--- src/rtl/median_pkg.sv ---
// Shared state type and default sizes for the median engine driver.
package median_pkg;

  localparam int MEDIAN_WIDTH    = 8;
  localparam int MEDIAN_N_PIXELS = 9;

  typedef enum logic [1:0] {
    IDLE = 2'd0,
    SEND = 2'd1,
    WAIT = 2'd2,
    HOLD = 2'd3
  } state_t;

  // Counter width for a range of n values; never narrower than one bit.
  function automatic int cnt_width(input int n);
    return (n > 1) ? $clog2(n) : 1;
  endfunction

endpackage

--- src/rtl/median_serializer.sv ---
// Loads a whole window in parallel and streams it out one pixel per cycle,
// pixel 0 first, with a strobe that is high for exactly N_PIXELS cycles.
module median_serializer
  import median_pkg::*;
#(
  parameter int WIDTH    = MEDIAN_WIDTH,
  parameter int N_PIXELS = MEDIAN_N_PIXELS
) (
  input  logic                      CLK,
  input  logic                      nRST,
  input  logic                      load,
  input  logic [WIDTH*N_PIXELS-1:0] data,
  output logic                      strobe,
  output logic [WIDTH-1:0]          pixel,
  output logic                      done
);

  localparam int             CW       = cnt_width(N_PIXELS);
  localparam logic [CW-1:0]  LAST_CNT = CW'(N_PIXELS - 1);

  logic [WIDTH*N_PIXELS-1:0] shift_reg;
  logic [CW-1:0]             cnt_reg;
  logic                      busy_reg;

  // The last pixel is not shifted away, so the output holds it once idle.
  always_ff @(posedge CLK) begin
    if (!nRST) begin
      shift_reg <= '0;
      cnt_reg   <= '0;
      busy_reg  <= 1'b0;
    end else if (load) begin
      shift_reg <= data;
      cnt_reg   <= '0;
      busy_reg  <= 1'b1;
    end else if (busy_reg) begin
      if (done) begin
        busy_reg <= 1'b0;
      end else begin
        shift_reg <= shift_reg >> WIDTH;
        cnt_reg   <= cnt_reg + 1'b1;
      end
    end
  end

  assign strobe = busy_reg;
  assign pixel  = shift_reg[WIDTH-1:0];
  assign done   = busy_reg && (cnt_reg == LAST_CNT);

endmodule

--- src/rtl/median_driver.sv ---
// Feeds one pixel window at a time into a serial median engine and returns
// its result through a valid/ready port, with a bounded wait for the answer.
module median_driver
  import median_pkg::*;
#(
  parameter int WIDTH    = MEDIAN_WIDTH,
  parameter int N_PIXELS = MEDIAN_N_PIXELS,
  parameter int TIMEOUT  = 64
) (
  input  logic                      CLK,
  input  logic                      nRST,
  input  logic                      WIN_VALID,
  output logic                      WIN_READY,
  input  logic [WIDTH*N_PIXELS-1:0] WIN_DATA,
  output logic                      DSI,
  output logic [WIDTH-1:0]          DI,
  input  logic [WIDTH-1:0]          DO,
  input  logic                      DSO,
  output logic                      RES_VALID,
  input  logic                      RES_READY,
  output logic [WIDTH-1:0]          RES_DATA,
  output logic                      TIMEOUT_ERR
);

  localparam int            TW        = cnt_width(TIMEOUT);
  localparam logic [TW-1:0] LAST_WAIT = TW'(TIMEOUT - 1);

  state_t           state_reg, state_next;
  logic [TW-1:0]    wait_cnt_reg, wait_cnt_next;
  logic [WIDTH-1:0] res_data_reg;
  logic             timeout_err_reg;
  logic             accept, capture, expire, ser_done;

  median_serializer #(
    .WIDTH    (WIDTH),
    .N_PIXELS (N_PIXELS)
  ) u_serializer (
    .CLK    (CLK),
    .nRST   (nRST),
    .load   (accept),
    .data   (WIN_DATA),
    .strobe (DSI),
    .pixel  (DI),
    .done   (ser_done)
  );

  always_ff @(posedge CLK) begin
    if (!nRST) begin
      state_reg    <= IDLE;
      wait_cnt_reg <= '0;
    end else begin
      state_reg    <= state_next;
      wait_cnt_reg <= wait_cnt_next;
    end
  end

  // A DSO in the final wait cycle is still a valid answer, so it is tested first.
  always_comb begin
    state_next    = state_reg;
    wait_cnt_next = '0;
    case (state_reg)
      IDLE: if (WIN_VALID) state_next = SEND;
      SEND: if (ser_done) state_next = WAIT;
      WAIT: begin
        wait_cnt_next = wait_cnt_reg + 1'b1;
        if (DSO) begin
          state_next = HOLD;
        end else if (wait_cnt_reg == LAST_WAIT) begin
          state_next = IDLE;
        end
      end
      HOLD: if (RES_READY) state_next = IDLE;
      default: state_next = IDLE;
    endcase
  end

  always_comb begin
    WIN_READY = 1'b0;
    RES_VALID = 1'b0;
    accept    = 1'b0;
    capture   = 1'b0;
    expire    = 1'b0;
    case (state_reg)
      IDLE: begin
        WIN_READY = 1'b1;
        accept    = WIN_VALID;
      end
      WAIT: begin
        capture = DSO;
        expire  = !DSO && (wait_cnt_reg == LAST_WAIT);
      end
      HOLD: RES_VALID = 1'b1;
      default: ;
    endcase
  end

  always_ff @(posedge CLK) begin
    if (!nRST) begin
      res_data_reg    <= '0;
      timeout_err_reg <= 1'b0;
    end else begin
      if (capture) begin
        res_data_reg <= DO;
      end
      timeout_err_reg <= expire;
    end
  end

  assign RES_DATA    = res_data_reg;
  assign TIMEOUT_ERR = timeout_err_reg;

endmodule

--- config.mk ---
export PLATFORM = sky130hd
export DESIGN_NAME = median_driver
export DESIGN_NICKNAME = d
export VERILOG_FILES = /design/src/rtl/median_pkg.sv /design/src/rtl/median_serializer.sv /design/src/rtl/median_driver.sv
export SDC_FILE = /design/constraint.sdc
export NUM_CORES = 1
export LEC_CHECK = 0
export ABC_CLOCK_PERIOD_IN_PS = 1600
export BUFFER_PORTS_ARGS = -buffer_cell sky130_fd_sc_hd__buf_2
export CORE_ASPECT_RATIO = 0.6
export CORE_MARGIN = 3
export CORE_UTILIZATION = 25
export DETAILED_ROUTE_END_ITERATION = 10
export PLACE_DENSITY = 0.51
export SLEW_MARGIN = 15
export SYNTH_ARGS = -nofsm -noshare
export SYNTH_HDL_FRONTEND = slang
export SYNTH_SLANG_ARGS = --single-unit
--- constraint.sdc ---
create_clock -name CLK -period 1.6 [get_ports CLK]
set_clock_uncertainty 0.2 [all_clocks]
set_input_delay 0.16 -clock CLK [delete_from_list [all_inputs] [get_ports CLK]]
set_output_delay 0.16 -clock CLK [all_outputs]
set_load 0.02 [all_outputs]
==> summary.txt <==
Outcome
  • Status: finished, violations left
  • Failing checks: negative setup slack

Clock network
  • Worst-Skew Late Latency: 0.34 ns
  • CTS tree: done
  • CTS buffer count: 9
  • Clk slew on worst S/H paths: 0.07 ns
  • H-tree levels: 3
  • Worst-case clock buffer depth: 2
  • Root buffer cell: clkbuf_16
  • CTS sink cnt: 94

Die
  • I/O pins: 105
  • DIE WIDTH: approximately 180 um
  • Core ar.: 0.01658 mm^2
  • Initial core utilization: 26.09%
  • Floorplan row count: 36
  • Die H: 107.9 um
  • Die area: 0.01897 mm^2

Synth
  • EDFF count, synth: 0
  • Post-synth top cells: 94 x dfxtp_1, 70 x o21ai_0, 61 x a21oi_1, 56 x a31oi_1, 52 x o21ai_1
  • Post-synthesis average cell area: 8.383 um^2
  • Synth warn: 0
  • Share of the yosys chip area belonging to registers: 43.51%
  • Syn nets: just over 600
  • Ys async rst share: 0%
  • Main synth FF type: dfxtp_1
  • Netlist cell types: 40
  • Synthesized flop and latch total: 94
  • Share of the synthesized area in the top cell type: 43.51%
  • Dominant cell type by area after synthesis: dfxtp_1
  • Top-count cell post-synth: dfxtp_1
  • Synth Instances: 516
  • Area contributors post-synth: dfxtp_1 44%, a31oi_1 8.1%, o21ai_0 8.1%, a21oi_1 7.1%, o21ai_1 6.0%
  • Synth Cell Area: 0.004325 mm^2

Placed design
  • Post-place setup slack: -0.09711 ns
  • Port buffer count: 104
  • Placed Instance Area: 0.005129 mm^2
  • GP Congestion: around 0.78
  • Detailed placement HPWL: 9399 um

Detailed routing
  • Routed via count: 4795
  • Post-Route WL: roughly 17000 um
  • # DRC: 0
  • 1st-iter DRT viols: 343
  • Number of routed nets with antenna violations: 0
  • Routed length per instance: 18.09 um
  • Drt pass-1 iters: 6
  • Routed vias/inst: 5.090

Critical path
  • Setup slack, reg-to-reg: -0.03 ns
  • Cell family with the largest share of critical-path delay: simple AND/OR/NAND/NOR gates
  • Worst Path Arrival: 1.67 ns
  • Crit path launch type: register
  • Crit Reg-Reg Endpoint: u_serializer.shift_reg[2]$_SDFFE_PN0P_
  • CP Capture Type: register
  • Slowest CP cell: dfxtp_2
  • Critical Path End: u_serializer.shift_reg[2]$_SDFFE_PN0P_
  • Critical path depth: 6
  • Critical path cell sequence: inv_2, ha_4, and3b_2, buf_12, nor4_2, nor3_1
  • Worst reg-to-reg path cell count: 6
  • Reg-to-Reg Start: u_serializer.cnt_reg[0]$_SDFFE_PP0P_
  • CP peak stage delay: 0.34 ns
  • CP max FO: 6
  • Crit path buf inv count: 2
  • WS Path Type: register to register
  • Start point of the critical path: u_serializer.cnt_reg[0]$_SDFFE_PP0P_
  • Critical Path RT: 1.64 ns

Timing
  • Period utilization: 101.9%
  • Slew HR: 70.17%
  • Fmax: 0.6131 GHz
  • RSZ-0062 raised after global routing: yes
  • Max Transition Viols Final: 0
  • Hold Vio Cnt, Final: 0
  • Worst setup margin: -0.03117 ns
  • Final setup vio count: 14
  • Slew of the pin with the lowest slew margin: between 0.4 and 0.5 ns
  • Tmin final: 1.631 ns
  • Hold WS: 0.1004 ns

Cells and area
  • Core Util, Final: between 40 and 50%
  • Layout cell share with drive strength beyond 1: 36.41%
  • Fin area: between 0.007 and 0.008 mm^2
  • Area Growth Syn to Fin: 66.68%
  • Largest register FFs: 72
  • Final Net Count: 797
  • Fillers: approximately 1.7k
  • # diodes: 0

Global routing
  • All-Layer GR Usage: 15.90%
  • Vias in the first global route: approximately 4.6k
  • Largest net degree at the start of global routing: 63
  • Global route overflow: 0
  • Initial antenna violation count: 0
  • Global-route wire length before repair: about 24000 um

Power and ir drop
  • Cell Pwr Density: 839.7 mW/mm^2
  • Leakage power: around 0.0027 uW
  • Peak supply drop: 0.5231 mV

Worst hold path
  • Hold Crit Class: input pin to register

Job
  • Maxcap violations: 0
==> layer usage <==
layer | GRT usage, % | share of wire, % | wire length [um] | up-vias
li1 | - | - | - | 2312
met1 | 22.94 | 50 | 8600 | 2316
met2 | 24.72 | 43 | 7263 | 156
met3 | 2.925 | 6.2 | 1056 | 11
met4 | 3.331 | 0.71 | 121 | 0
met5 | 0 | 0 | 0 | -
==> cells in the final DEF, fill, tap and decap left out, drive strengths merged, types with 2 or more instances in the layout <==
| cell | synthesis | layout |
|---|---|---|
| nor3 | 8 | 8 |
| nand2 | 14 | 14 |
| o211ai | 8 | 8 |
| mux2i | 8 | 8 |
| inv | 4 | 4 |
| a21boi | 9 | 9 |
| clkbuf | 24 | 20 |
| nor2 | 7 | 7 |
| ha | 3 | 3 |
| a31oi | 56 | 56 |
| dlygate4sd3 | 0 | 83 |
| buf | 44 | 155 |
| a21oi | 61 | 61 |
| nand3 | 8 | 8 |
| nand3b | 3 | 4 |
| nor4 | 9 | 9 |
| o21ai | 124 | 124 |
| nor2b | 8 | 8 |
| a211oi | 9 | 9 |
| dfxtp | 94 | 94 |
| and3b | 1 | 2 |
| clkinv | 0 | 4 |
| xor2 | 4 | 4 |
==> per-stage QoR <==
step	TNS [ns]	total power [uW]	cells
final	-0.1294	6053	942
after global routing	-3.530	6281	942
after CTS	-0.3659	5868	921
after detailed placement	-1.406	3454	817
after floorplan	0	3154	516
after global placement	-0.1749	3435	817
==> power by group <==
part	switching, uW	total [uW]	internal, uW
Clock	938	2190	1250
Combinational	616	1240	621
Sequential	124	2630	2510
==> worst register-to-register path, stage by stage (launching register included) <==
cell     delay [ns]
dfxtp_2        0.34
inv_2          0.05
ha_4           0.17
and3b_2        0.30
buf_12         0.18
nor4_2         0.21
nor3_1         0.08
==> timing repair <==
action,in CTS,in global routing
hold buffers,83,0
pin swaps,1,54
resized for setup,41,109
gates cloned,2,18
endpoints found under the hold margin,83,0
buffers inserted,3,3
endpoints found under the setup margin,73,79
==> cell families (layout without fill, tap and decap cells) <==
group | after synthesis | count (layout) | synth area share (%)
simple gates | 64 | 66 | 8.216
mux | 9 | 9 | 2.112
fa+ha+maj | 3 | 3 | 0.8679
buf+inv | 72 | 268 | 9.633
compound gates | 269 | 269 | 34.65
xor+xnor | 5 | 5 | 1.012
flops | 94 | 94 | 43.51
==> worst min-delay path by stage <==
stage                                 to  cells after the start  slack, ns      start
6_report       state_reg[0]$_SDFFE_PN0P_                      4       0.10  WIN_VALID
5_1_grt        state_reg[1]$_SDFFE_PN0P_                      4       0.13  WIN_VALID
3_3_place_gp      TIMEOUT_ERR$_SDFF_PN0_                      2       0.20        DSO
3_5_place_dp      TIMEOUT_ERR$_SDFF_PN0_                      2       0.21        DSO
4_1_cts        state_reg[0]$_SDFFE_PN0P_                      4       0.09  WIN_VALID
2_1_floorplan     TIMEOUT_ERR$_SDFF_PN0_                      1       0.04        DSO
==> cell type report <==
class | count | area, um^2 | share of cell area (%)
clock buffers | 10 | 239.0 | 3.315
well taps | 228 | 285.3 | 3.957
flip-flops and latches | 94 | 1888 | 26.19
clock inverters | 6 | 61.31 | 0.8504
inverters | 4 | 15.01 | 0.2083
multi-input cells | 352 | 2470 | 34.26
repair buffers | 248 | 2251 | 31.22
Note: power is estimated with default switching activity, not from simulation.
